## src/rtl/load_store_unit_pkg.sv

```systemverilog
// Shared rv32i LSU definitions: access-size encodings (as driven by the decoder on B_H_W),
// LSU state encodings and the store-side lane helpers.
package load_store_unit_pkg;

    typedef enum logic [1:0] {
        SIZE_WORD = 2'b00,
        SIZE_BYTE = 2'b01,
        SIZE_HALF = 2'b10,
        SIZE_RSVD = 2'b11
    } lsu_size_e;

    typedef enum logic [1:0] {
        ST_IDLE = 2'b00,
        ST_BUS  = 2'b01,
        ST_RESP = 2'b10
    } lsu_state_e;

    // Misaligned halves/words and the reserved size never reach the bus.
    function automatic logic access_fault(input lsu_size_e size, input logic [1:0] addr_lo);
        case (size)
            SIZE_WORD: return addr_lo != 2'b00;
            SIZE_HALF: return addr_lo[0];
            SIZE_BYTE: return 1'b0;
            default:   return 1'b1;
        endcase
    endfunction

    function automatic logic [3:0] byte_enable(input lsu_size_e size, input logic [1:0] addr_lo);
        case (size)
            SIZE_BYTE: return 4'b0001 << addr_lo;
            SIZE_HALF: return 4'b0011 << addr_lo;
            default:   return 4'b1111;
        endcase
    endfunction

    // Replicating the narrow datum lets memory pick it up from whichever lane is enabled.
    function automatic logic [31:0] store_data(input lsu_size_e size, input logic [31:0] wdata);
        case (size)
            SIZE_BYTE: return {4{wdata[7:0]}};
            SIZE_HALF: return {2{wdata[15:0]}};
            default:   return wdata;
        endcase
    endfunction

endpackage

```

## src/rtl/load_store_unit_if.sv

```systemverilog
// Word-wide req/ack data-memory bus between the LSU (master) and data memory (slave).
interface load_store_unit_if;
    logic        mem_req;
    logic        mem_we;
    logic [31:0] mem_addr;
    logic [3:0]  mem_be;
    logic [31:0] mem_wdata;
    logic [31:0] mem_rdata;
    logic        mem_ack;

    modport master (
        output mem_req, mem_we, mem_addr, mem_be, mem_wdata,
        input  mem_rdata, mem_ack
    );

    modport slave (
        input  mem_req, mem_we, mem_addr, mem_be, mem_wdata,
        output mem_rdata, mem_ack
    );
endinterface

```

## src/rtl/load_store_unit_load_align.sv

```systemverilog
// Load formatter: picks the addressed byte/half out of a memory word and sign/zero-extends it.
// Purely combinational so a cache read path can share it.
module lsu_load_align
    import load_store_unit_pkg::*;
(
    input  logic [31:0] rdata,
    input  logic [1:0]  addr_lo,
    input  lsu_size_e   size,
    input  logic        sign,
    output logic [31:0] result
);

    logic [7:0]  byte_lane;
    logic [15:0] half_lane;

    // Halves are always aligned here, so only addr_lo[1] selects the half lane.
    assign byte_lane = rdata[{addr_lo, 3'b000} +: 8];
    assign half_lane = rdata[{addr_lo[1], 4'b0000} +: 16];

    always_comb begin
        // NOTE: default first so every path assigns result and no latch is inferred.
        result = rdata;
        case (size)
            SIZE_BYTE: result = {{24{sign & byte_lane[7]}}, byte_lane};
            SIZE_HALF: result = {{16{sign & half_lane[15]}}, half_lane};
            default:   result = rdata;
        endcase
    end

endmodule

```

## src/rtl/load_store_unit.sv

```systemverilog
// Load/store unit between EX and data memory: one request at a time, req/ack bus handshake,
// store lane steering, load formatting and a bus timeout.
module load_store_unit
    import load_store_unit_pkg::*;
#(
    parameter int unsigned TIMEOUT_CYCLES = 16
) (
    input  logic              clk,
    input  logic              rst,
    input  logic              lsu_req,
    input  logic              lsu_we,
    input  logic [1:0]        lsu_size,
    input  logic              lsu_sign,
    input  logic [31:0]       lsu_addr,
    input  logic [31:0]       lsu_wdata,
    output logic              lsu_busy,
    output logic              lsu_done,
    output logic              lsu_err,
    output logic [31:0]       lsu_rdata,
    load_store_unit_if.master mem
);

    localparam int unsigned CNT_W = (TIMEOUT_CYCLES > 1) ? $clog2(TIMEOUT_CYCLES) : 1;

    lsu_state_e       state;
    lsu_size_e        cap_size;
    logic             cap_sign;
    logic             cap_we;
    logic [1:0]       cap_addr_lo;
    logic [CNT_W-1:0] tmo_cnt;
    logic [31:0]      load_result;
    logic             timeout_hit;

    // The counter only ever reaches TIMEOUT_CYCLES-1; the expiring cycle is detected one early.
    assign timeout_hit = (TIMEOUT_CYCLES != 0) && (tmo_cnt == CNT_W'(TIMEOUT_CYCLES - 1));

    lsu_load_align u_load_align (
        .rdata   (mem.mem_rdata),
        .addr_lo (cap_addr_lo),
        .size    (cap_size),
        .sign    (cap_sign),
        .result  (load_result)
    );

    // NOTE: sequential state uses non-blocking assignments only, so every read sees pre-edge values.
    always_ff @(posedge clk or posedge rst) begin
        if (rst) begin
            state         <= ST_IDLE;
            cap_size      <= SIZE_WORD;
            cap_sign      <= 1'b0;
            cap_we        <= 1'b0;
            cap_addr_lo   <= 2'b00;
            tmo_cnt       <= '0;
            lsu_busy      <= 1'b0;
            lsu_done      <= 1'b0;
            lsu_err       <= 1'b0;
            lsu_rdata     <= 32'h0;
            mem.mem_req   <= 1'b0;
            mem.mem_we    <= 1'b0;
            mem.mem_addr  <= 32'h0;
            mem.mem_be    <= 4'h0;
            mem.mem_wdata <= 32'h0;
        end else begin
            lsu_done <= 1'b0;
            lsu_err  <= 1'b0;
            case (state)
                ST_IDLE: begin
                    if (lsu_req) begin
                        cap_we      <= lsu_we;
                        cap_size    <= lsu_size_e'(lsu_size);
                        cap_sign    <= lsu_sign;
                        cap_addr_lo <= lsu_addr[1:0];
                        lsu_busy    <= 1'b1;
                        if (access_fault(lsu_size_e'(lsu_size), lsu_addr[1:0])) begin
                            state    <= ST_RESP;
                            lsu_done <= 1'b1;
                            lsu_err  <= 1'b1;
                        end else begin
                            state         <= ST_BUS;
                            mem.mem_req   <= 1'b1;
                            mem.mem_we    <= lsu_we;
                            mem.mem_addr  <= {lsu_addr[31:2], 2'b00};
                            mem.mem_be    <= byte_enable(lsu_size_e'(lsu_size), lsu_addr[1:0]);
                            mem.mem_wdata <= store_data(lsu_size_e'(lsu_size), lsu_wdata);
                        end
                    end
                end
                ST_BUS: begin
                    // An ack in the expiring cycle still completes the access normally.
                    if (mem.mem_ack) begin
                        mem.mem_req <= 1'b0;
                        if (!cap_we) lsu_rdata <= load_result;
                        state    <= ST_RESP;
                        lsu_done <= 1'b1;
                    end else if (timeout_hit) begin
                        mem.mem_req <= 1'b0;
                        state    <= ST_RESP;
                        lsu_done <= 1'b1;
                        lsu_err  <= 1'b1;
                    end else begin
                        tmo_cnt <= tmo_cnt + 1'b1;
                    end
                end
                ST_RESP: begin
                    state    <= ST_IDLE;
                    lsu_busy <= 1'b0;
                    tmo_cnt  <= '0;
                end
                default: state <= ST_IDLE;
            endcase
        end
    end

endmodule
```

## src/flat_wrapper.sv

```systemverilog
// flat-port wrapper written by rule: the top's interface ports become plain ports
module load_store_unit_flat import load_store_unit_pkg::*;
#(
    parameter int unsigned TIMEOUT_CYCLES = 16
)
  (clk, rst, lsu_req, lsu_we, lsu_size, lsu_sign, lsu_addr, lsu_wdata, lsu_busy, lsu_done, lsu_err, lsu_rdata, mem_mem_req, mem_mem_we, mem_mem_addr, mem_mem_be, mem_mem_wdata, mem_mem_rdata, mem_mem_ack);
  load_store_unit_if mem_i ();
  input  logic clk;
  input  logic rst;
  input  logic lsu_req;
  input  logic lsu_we;
  input  logic [1:0] lsu_size;
  input  logic lsu_sign;
  input  logic [31:0] lsu_addr;
  input  logic [31:0] lsu_wdata;
  output logic lsu_busy;
  output logic lsu_done;
  output logic lsu_err;
  output logic [31:0] lsu_rdata;
  output wire logic [$bits(mem_i.mem_req)-1:0] mem_mem_req;
  output wire logic [$bits(mem_i.mem_we)-1:0] mem_mem_we;
  output wire logic [$bits(mem_i.mem_addr)-1:0] mem_mem_addr;
  output wire logic [$bits(mem_i.mem_be)-1:0] mem_mem_be;
  output wire logic [$bits(mem_i.mem_wdata)-1:0] mem_mem_wdata;
  input wire logic [$bits(mem_i.mem_rdata)-1:0] mem_mem_rdata;
  input wire logic [$bits(mem_i.mem_ack)-1:0] mem_mem_ack;
  assign mem_mem_req = mem_i.mem_req;
  assign mem_mem_we = mem_i.mem_we;
  assign mem_mem_addr = mem_i.mem_addr;
  assign mem_mem_be = mem_i.mem_be;
  assign mem_mem_wdata = mem_i.mem_wdata;
  assign mem_i.mem_rdata = mem_mem_rdata;
  assign mem_i.mem_ack = mem_mem_ack;
  load_store_unit #(.TIMEOUT_CYCLES(TIMEOUT_CYCLES)) u_core (.clk(clk), .rst(rst), .lsu_req(lsu_req), .lsu_we(lsu_we), .lsu_size(lsu_size), .lsu_sign(lsu_sign), .lsu_addr(lsu_addr), .lsu_wdata(lsu_wdata), .lsu_busy(lsu_busy), .lsu_done(lsu_done), .lsu_err(lsu_err), .lsu_rdata(lsu_rdata), .mem(mem_i));
endmodule
```

## config.mk

```make
export PLATFORM = sky130hd
export DESIGN_NAME = load_store_unit_flat
export DESIGN_NICKNAME = d
export VERILOG_FILES = /design/src/rtl/load_store_unit_pkg.sv /design/src/rtl/load_store_unit_if.sv /design/src/rtl/load_store_unit_load_align.sv /design/src/rtl/load_store_unit.sv /design/src/flat_wrapper.sv
export SDC_FILE = /design/constraint.sdc
export NUM_CORES = 1
export LEC_CHECK = 0
export CORE_AREA = 2 2 81 160
export DETAILED_ROUTE_END_ITERATION = 8
export DIE_AREA = 0 0 83 162
export GPL_TIMING_DRIVEN = 0
export HOLD_SLACK_MARGIN = 0.06
export PLACE_DENSITY = 0.84
export SYNTH_ARGS = -nofsm -noshare
export SYNTH_HDL_FRONTEND = slang
export SYNTH_SLANG_ARGS = --single-unit
```

## constraint.sdc

```tcl
create_clock -name clk -period 5.91 [get_ports clk]
set_input_delay 1.182 -clock clk [delete_from_list [all_inputs] [get_ports clk]]
set_output_delay 1.182 -clock clk [all_outputs]
set_load 0.05 [all_outputs]
```

Word-level counts from Yosys, hierarchy flattened
Cells that the tools add are included.
- $add $sub $neg: 1
- equal/unequal tests: 12
- shift-type cells: 4
- multiplexer cells: 28
- bitwise gates (word level): 4
- reduce and logical (&&, ||, !) cells: 13
- operators by type and width (operator ; count):
    $pmux 32 s2 ; 2
    $shiftx 32x6->16 ; 1
    $shiftx 32x6->8 ; 1
    $pmux 4 s2 ; 2
    $mux 1 ; 12
    $reduce_and 3->1 ; 3
    $mux 2 ; 4
    $mux 4 ; 2
    $ne 2x2->1 const B ; 4
    $pmux 1 s2 ; 4
    $reduce_bool 2->1 ; 4
    $eq 2x1->1 const B ; 3
    $eq 2x2->1 const B ; 3
    $reduce_and 2->1 ; 3
    $add 4x1->4 const B ; 1
    $eq 4x4->1 const B ; 1
    $logic_not 2->1 ; 2
    $pmux 2 s2 ; 1
    $reduce_and 4->1 ; 1
    $shl 1x2->4 const A ; 1
    $shl 2x2->4 const A ; 1
    $ne 3x2->1 const B ; 1
    $pmux 1 s3 ; 1
    $and 1x1->1 ; 2
    $not 1->1 ; 2
- register bits after elaboration: 115
- input port bits: 104
- output and inout bits: 105
- logic and storage cells: 77

Depth between registers and ports, before layout
Gate-level depths: netlist (run 1).
- word-level depth: 7
- gate-level depth with buffers: 7
- mapped depth without buffers: 5

Hierarchy
A second synthesis (run 1) with hierarchy kept.
- cells, all modules: 462
- area total of the unflattened synthesis: 5759.3 um^2
- by module, submodules not included (module ; instances ; cells an instance ; area an instance (um^2) ; sequential area each (um^2)):
    load_store_unit ; 1 ; 355 ; 4964.8 ; 2877.8
    lsu_load_align ; 1 ; 107 ; 794.5 ; 0.0

Worst setup path before layout (run 1)
Ideal clock, no wire load.
- path kind: in2reg
- start point: input lsu_size[0]
- end point: register u_core.mem.mem_wdata[21]
- setup time: 125 ps
- data arrival time: 2446 ps
- data required time: 5785 ps
- setup slack: 3338 ps
- cell stages on the path: 7
- path buffers: 2
- cells stage by stage: inv_1 ha_1 a211oi_1 o21ai_2 buf_6 buf_6 mux2_4
- longest elaborated chain between the ends: 6
- elaborated cells between the ends (all ways): 9
- those cells by class: 2 x eq/ne; 4 x mux; 1 x bitwise; 2 x reduce/logical
- ends and longest elaborated chain (what ; RTL line ; RTL):
    from (decl) ; flat_wrapper.sv:12 ; input logic [1:0] lsu_size;
    $eq 2x1->1 (tied with other cells) ; load_store_unit_pkg.sv:20, load_store_unit_pkg.sv:38 ;
    $pmux 1 s3 ; load_store_unit_pkg.sv:20 ; case (size)
    $mux 1 ; load_store_unit.sv:68 ; if (lsu_req) begin
    $mux 1 ; load_store_unit.sv:66 ; case (state)
    $not 1->1 (no line) ; - ;
    $reduce_and 3->1 (no line) ; - ;
    to (signal assigned) ; load_store_unit.sv:84 ; mem.mem_wdata <= store_data(lsu_size_e'(lsu_size), lsu_wdata);
    to (decl) ; load_store_unit_if.sv:12 ; output mem_req, mem_we, mem_addr, mem_be, mem_wdata,
Several ways; a longest one is shown, not always the timed one. The select of a mux whose other input is x is not followed.
A chain may end at the register's enable or synchronous reset.

Final worst setup path (run 1)
- start point: input lsu_size[0]
- end point: register u_core.mem.mem_wdata[30]
Same word-level chain as after synthesis.

==> flow_metrics.py, run 1 <==
metrics = {
    "timing": {
        "setup_tns_ps": 0,
        "period_share_pct": 53.6,
        "final_max_slew_viol_count": 0,
        "hold_violations": 0,
        "fin_worst_skew_ps": 6.53,
        "slew_headroom_pct": 46.8,
        "rsz0062_at_grt": "false",
        "fmax_ghz": 0.316,
        "setup_viol": 0,
        "finalCriticalPeriod_ps": 3170,
        "tightest_slew_ps": 798,
    },
    "synthesis": {
        "seq_area_frac_synth_pct": 49.4,
        "syn-cell-area_um2": 5820,
        "synth_seq_cells": 115,
        "synth-edff-count": 0,
        "ys_warn_count": 0,
        "avgSynthCellArea_um2": 11.3,
        "synthCells": 515,
        "synthArstFlopShare_pct": 100,
        "synth_ff_type": "dfrtp_1",
        "yosysUniqueCellTypes": 45,
    },
    "critical_path": {
        "path_class": "in2reg",
        "crit_buf_inv": 4,
        "worstReg2RegStart": "u_core.cap_size[0]",
        "path_cells": "clkdlybuf4s50_1 -> inv_1 -> ha_1 -> clkbuf_1 -> clkbuf_1 -> a31oi_1 -> mux2_2",
        "arrival_ps": 3460,
        "r2r_cells": 6,
        "worstPathMaxFanout": 10,
        "crit_family": "buffers and inverters",
        "crit_slowest_cell": "clkdlybuf4s50_1",
        "max_stage_delay_ps": 550,
        "cp_common_cell": "clkbuf_1",
        "crit_path_start_kind": "primary input",
        "worstReg2RegEnd": "u_core.lsu_rdata[14]",
        "end_kind": "flop",
        "crit_required_ps": 6200,
        "reg2reg_slack_ps": 3710,
    },
    "layout": {
        "syn2layout_area_growth_pct": 49.3,
        "antenna_cells": 0,
        "final_common_cell": "clkdlybuf4s50_1",
        "fin_cells": 902,
        "num-nets-final": 853,
        "drive_above_1_share_pct": 19.1,
        "postLayoutCoreUtil_pct": 71.3,
        "layout_common_cells": "clkdlybuf4s50_1, dfrtp_1, mux2_2",
    },
    "pwr": {
        "swShare_pct": 47.2,
        "ir_worst_vdd_uv": 418,
        "comb_power_share_pct": 56.0,
        "intPower_mw": 2.87,
        "power_frac_clock_pct": 18.9,
        "p_per_area_nw_per_um2": 624,
        "p_leak_nw": 3.51,
        "p_switching_mw": 2.56,
        "p_seq_share_pct": 25.2,
    },
    "floorplanning": {
        "dieWidth_um": 83,
        "die_h_um": 162,
        "initial_core_util_pct": 47.8,
        "core_area_um2": 12200,
        "rows": 57,
        "dieArea_um2": 13400,
        "pin_count": 209,
    },
    "global_route": {
        "grt_max_degree": 65,
        "grt_antenna_before_repair": 0,
        "grt_pass1_vias": 5818,
        "grt_pass1_wl_um": 29100,
        "grt-ovfl-total": 0,
        "grt_usage_pct": 27.7,
    },
    "cts": {
        "cts_buffers": 17,
        "cts_root_buf": "clkbuf_16",
        "worstSkewPairLatency_ps": 410,
        "cts-hold-fix-buffers": 0,
        "cts_tree": "built",
        "path_clk_slew_ps": 60,
        "cts_setup_buffers": 0,
        "clock_tree.buffer_depth": 2,
        "cts-resized-gates": 0,
        "h-tree-depth": 4,
        "cts_sinks": 115,
    },
    "worst_hold_path": {
        "hold-path-cell-count": 1,
        "hp-class": "reg2reg",
        "hold_end": "u_core.mem.mem_wdata[7]",
        "min_from": "u_core.mem.mem_wdata[7]",
    },
    "route": {
        "ant_nets": 0,
        "viasPerCell": 5.85,
        "via_count": 5274,
        "route.detailed.drc": 0,
        "drt-initial-drc-count": 269,
        "wl_per_cell_um": 20.6,
        "routed_wl_um": 18600,
        "dr.pass1.iters": 8,
    },
    "placed_design": {
        "io_buffers": 206,
        "place_inst": 870,
        "finalWeightedCongestion": 0.983,
        "place.detailed.hpwl_um": 14100,
    },
    "status": {
        "status": "complete, no violations",
    },
    "run": {
        "maxCapViolations": 0,
    },
}
[state kept, by name, indices dropped and copies added (netlist names), 2 cells and up]
signal	count
u_core.mem.mem_be	4
u_core.state	2
u_core.cap_addr_lo	2
u_core.mem.mem_wdata	32
u_core.mem.mem_addr	30
u_core.cap_size	2
u_core.lsu_rdata	32
u_core.tmo_cnt	4
[layout make-up]
class | instances | area [um2]
Multi-Input combinational cell | 350 | 2720
Inverter | 8 | 32.5
Sequential cell | 115 | 2880
Tap cell | 147 | 184
Clock buffer | 18 | 439
Clock inverter | 14 | 154
Fill cell | 838 | 3500
Buffer | 43 | 200
Timing Repair Buffer | 207 | 2090
[cell families (layout without fill, tap and decap cells)]
| group | count (synthesis) | after routing | synth area share [%] |
|---|---|---|---|
| compound gates | 127 | 127 | 15.5 |
| fa+ha+maj | 7 | 7 | 1.50 |
| buf+inv | 51 | 290 | 3.95 |
| flops | 115 | 115 | 49.4 |
| mux | 98 | 98 | 19.1 |
| other cells | 1 | 2 | 0.0644 |
| simple gates | 116 | 116 | 10.4 |
[power groups by stage]
stage | Combinational, mW | Clock, mW | Sequential (mW)
CTS | 3.04 | 1.04 | 1.37
finish | 3.04 | 1.02 | 1.37
floorplan | 0.805 | 0 | 2.54
global placement | 2.97 | 0 | 1.35
detailed placement | 3.03 | 0 | 1.38
global route | 3.16 | 1.07 | 1.41
[layer usage]
metal  part of all wire, %  track usage, %  wire, um
met2                    56            53.7     10400
met5                     0               0         0
met3                   6.6            6.86      1220
met1                    31            24.2      5840
met4                   6.0            18.1      1120
[Yosys cell counts, types with 8 or more instances]
| master | instances | area (um2) |
|---|---|---|
| mux2i_1 | 16 | 160 |
| a211oi_1 | 34 | 255 |
| inv_1 | 8 | 30.0 |
| mux2_4 | 8 | 120 |
| nand2b_1 | 19 | 119 |
| a221oi_1 | 16 | 140 |
| clkbuf_1 | 25 | 93.8 |
| buf_2 | 10 | 50.1 |
| mux2_2 | 74 | 833 |
| a22o_1 | 8 | 70.1 |
| a31oi_1 | 26 | 163 |
| nor2_1 | 36 | 135 |
| or3b_2 | 8 | 70.1 |
| a21oi_1 | 21 | 105 |
| dfrtp_1 | 115 | 2880 |
| nand2_1 | 31 | 116 |
[worst register-to-register path: stages, from the launching register on]
cell and delay, ps:
dfrtp_1 350, inv_1 60, ha_1 350, clkbuf_1 230, clkbuf_1 280, nor2_1 570, a31oi_1 200
[worst max-delay path by stage]
stage	start	to	slack, ps	cells after the start
final	lsu_size[0]	u_core.mem.mem_wdata[30]	2740	7
after floorplan	rst	u_core.cap_addr_lo[0]	1680	1
after detailed placement	lsu_size[0]	u_core.mem.mem_wdata[30]	2370	7
after global placement	rst	u_core.mem.mem_wdata[5]	110	2
after CTS	lsu_size[0]	u_core.mem.mem_be[0]	2760	7
after global routing	lsu_size[1]	u_core.mem.mem_be[0]	2580	7
[stage by stage]
step,hold slack [ps],power [mW],worst slack (ps),area [um2]
after global routing,527,5.65,2580,8700
after floorplan,496,3.35,1680,5830
after detailed placement,491,4.40,2370,8100
after global placement,487,4.32,108,8070
after CTS,505,5.45,2760,8700
final,502,5.43,2740,8700
Note: power is estimated with default switching activity, not from simulation.
==> run 2, diff against run 1 <==
- CORE_AREA: 2 2 81 160 -> 2 2 84 166
- DIE_AREA: 0 0 83 162 -> 0 0 86 168
- PLACE_DENSITY: 0.84 -> 0.79
- clock period: 5.91 -> 3 ns (I/O delays scaled with it)
==> flow_metrics.py, run 2 (synthesized netlist as in run 1, its figures left out) <==
metrics = {
    "floorplanning": {
        "rows": 60,
        "dieArea_um2": 14400,
        "initial_core_util_pct": 43.8,
        "dieWidth_um": 86,
        "die_h_um": 168,
        "pin_count": 209,
        "core_area_um2": 13300,
    },
    "route": {
        "dr.pass1.iters": 5,
        "via_count": 5134,
        "ant_nets": 0,
        "drt-initial-drc-count": 444,
        "drt-met1-wl_um": 7070,
        "wl_met2_um": 8220,
        "route.detailed.drc": 0,
        "routed_wl_um": 17000,
        "wl_met3_um": 1320,
        "wl_per_cell_um": 18.6,
        "topRoutingLayerUsed": "met4",
        "viasPerCell": 5.64,
    },
    "timing": {
        "fmax_ghz": 0.399,
        "period_share_pct": 83.5,
        "rsz0062_at_grt": "false",
        "hold_violations": 0,
        "final_max_slew_viol_count": 0,
        "fin_worst_skew_ps": 10.6,
        "tightest_slew_ps": 811,
        "setup_viol": 0,
        "slew_headroom_pct": 45.9,
        "finalCriticalPeriod_ps": 2510,
    },
    "critical_path": {
        "crit_family": "buffers and inverters",
        "path_class": "in2reg",
        "cp_common_cell": "clkbuf_1",
        "crit_required_ps": 3290,
        "crit_slowest_cell": "clkdlybuf4s50_1",
        "end_kind": "flop",
        "worstPathMaxFanout": 10,
        "max_stage_delay_ps": 540,
        "arrival_ps": 2800,
        "crit_path_start_kind": "primary input",
        "path_cells": "clkdlybuf4s50_1 -> inv_1 -> ha_1 -> clkbuf_1 -> clkbuf_1 -> a31oi_1 -> mux2_2",
        "crit_buf_inv": 4,
    },
    "global_route": {
        "grt_pass1_wl_um": 27200,
        "grt_pass1_vias": 5275,
        "grt_max_degree": 43,
        "grt-ovfl-total": 0,
        "grt_usage_pct": 23.9,
        "grt_antenna_before_repair": 0,
    },
    "layout": {
        "fin_cells": 911,
        "seq_area_um2": 2880,
        "fill_cells": 1020,
        "drive_above_1_share_pct": 18.7,
        "final_common_cell": "clkdlybuf4s50_1",
        "antenna_cells": 0,
        "num-nets-final": 855,
        "multi_input_area_um2": 2720,
        "largestRegisters": "u_core.lsu_rdata (32), u_core.mem.mem_wdata (32), u_core.mem.mem_addr (30)",
        "layout_common_cells": "clkdlybuf4s50_1, dfrtp_1, mux2_2",
        "syn2layout_area_growth_pct": 49.6,
    },
    "placed_design": {
        "io_buffers": 206,
        "place.detailed.hpwl_um": 12500,
        "finalWeightedCongestion": 0.886,
        "place_inst": 880,
    },
    "cts": {
        "cts_sinks": 115,
        "path_clk_slew_ps": 60,
        "h-tree-depth": 4,
        "cts-hold-fix-buffers": 0,
        "clock_tree.buffer_depth": 2,
        "cts_root_buf": "clkbuf_16",
        "cts_tree": "built",
        "cts_setup_buffers": 0,
        "cts-resized-gates": 0,
        "cts_buffers": 17,
        "worstSkewPairLatency_ps": 410,
    },
    "pwr": {
        "p_switching_mw": 4.89,
        "p_per_area_nw_per_um2": 1210,
        "ir_worst_vdd_uv": 773,
        "power_frac_clock_pct": 18.4,
        "swShare_pct": 46.3,
        "comb_power_share_pct": 56.1,
        "p_seq_share_pct": 25.5,
        "p_leak_nw": 3.54,
        "intPower_mw": 5.67,
        "power_mw": 10.6,
    },
    "worst_hold_path": {
        "hp-class": "in2async",
    },
    "run": {
        "maxCapViolations": 0,
    },
    "status": {
        "status": "complete, no violations",
    },
}
run 2: cell count changes in the layout (fill, tap and decap cells not counted), moves of 2 or more:
cell	delta
clkbuf_8	+5
clkinvlp_4	-5
clkbuf_1	+4
buf_12	+3
inv_6	-3
clkinv_2	+2
clkinv_4	-2
run 2: final cells by class:
class	count	share of cell area [%]
Tap cell	155	2.23
Clock buffer	27	6.00
Inverter	8	0.388
Multi-Input combinational cell	350	31.2
Buffer	43	2.30
Sequential cell	115	33.0
Clock inverter	4	0.517
Timing Repair Buffer	209	24.3
run 2: power by group through the flow:
stage | Sequential, mW | Clock (mW) | Combinational, mW
finish | 2.69 | 1.94 | 5.93
floorplan | 5.01 | 0 | 1.59
global placement | 2.67 | 0 | 5.83
global route | 2.79 | 2.03 | 6.21
CTS | 2.70 | 1.96 | 5.93
detailed placement | 2.71 | 0 | 5.91
run 2: layer usage:
layer | global-route usage, % | vias up
met4 | 8.14 | 0
met2 | 37.9 | 249
met1 | 31.4 | 2489
met5 | 0 | -
met3 | 6.27 | 33
li1 | - | 2363
run 2: final timing paths:
check                                              from                        to  slack, ps  cells after the start
worst min-delay path                                rst       u_core.lsu_rdata[8]        490                      2
worst max-delay path                        lsu_size[0]  u_core.mem.mem_wdata[29]        490                      7
worst max register to register       u_core.cap_size[0]       u_core.lsu_rdata[8]        870                      6
min in group clk                u_core.mem.mem_addr[18]   u_core.mem.mem_addr[18]        500                      1
worst min register to register  u_core.mem.mem_addr[18]   u_core.mem.mem_addr[18]        500                      1
max in group asynchronous                           rst           u_core.lsu_busy       1750                      4
run 2: stage by stage:
step,instance area [um2],utilization (%),setup slack (ps),hold WS [ps],setup TNS (ps)
after floorplan,5830,-,1000,496,0
after global placement,8090,60.9,-140,486,-15670
after detailed placement,8150,61.3,88.6,494,0
after CTS,8720,65.6,513,488,0
after global routing,8720,65.6,340,513,0
final,8720,65.6,495,494,0
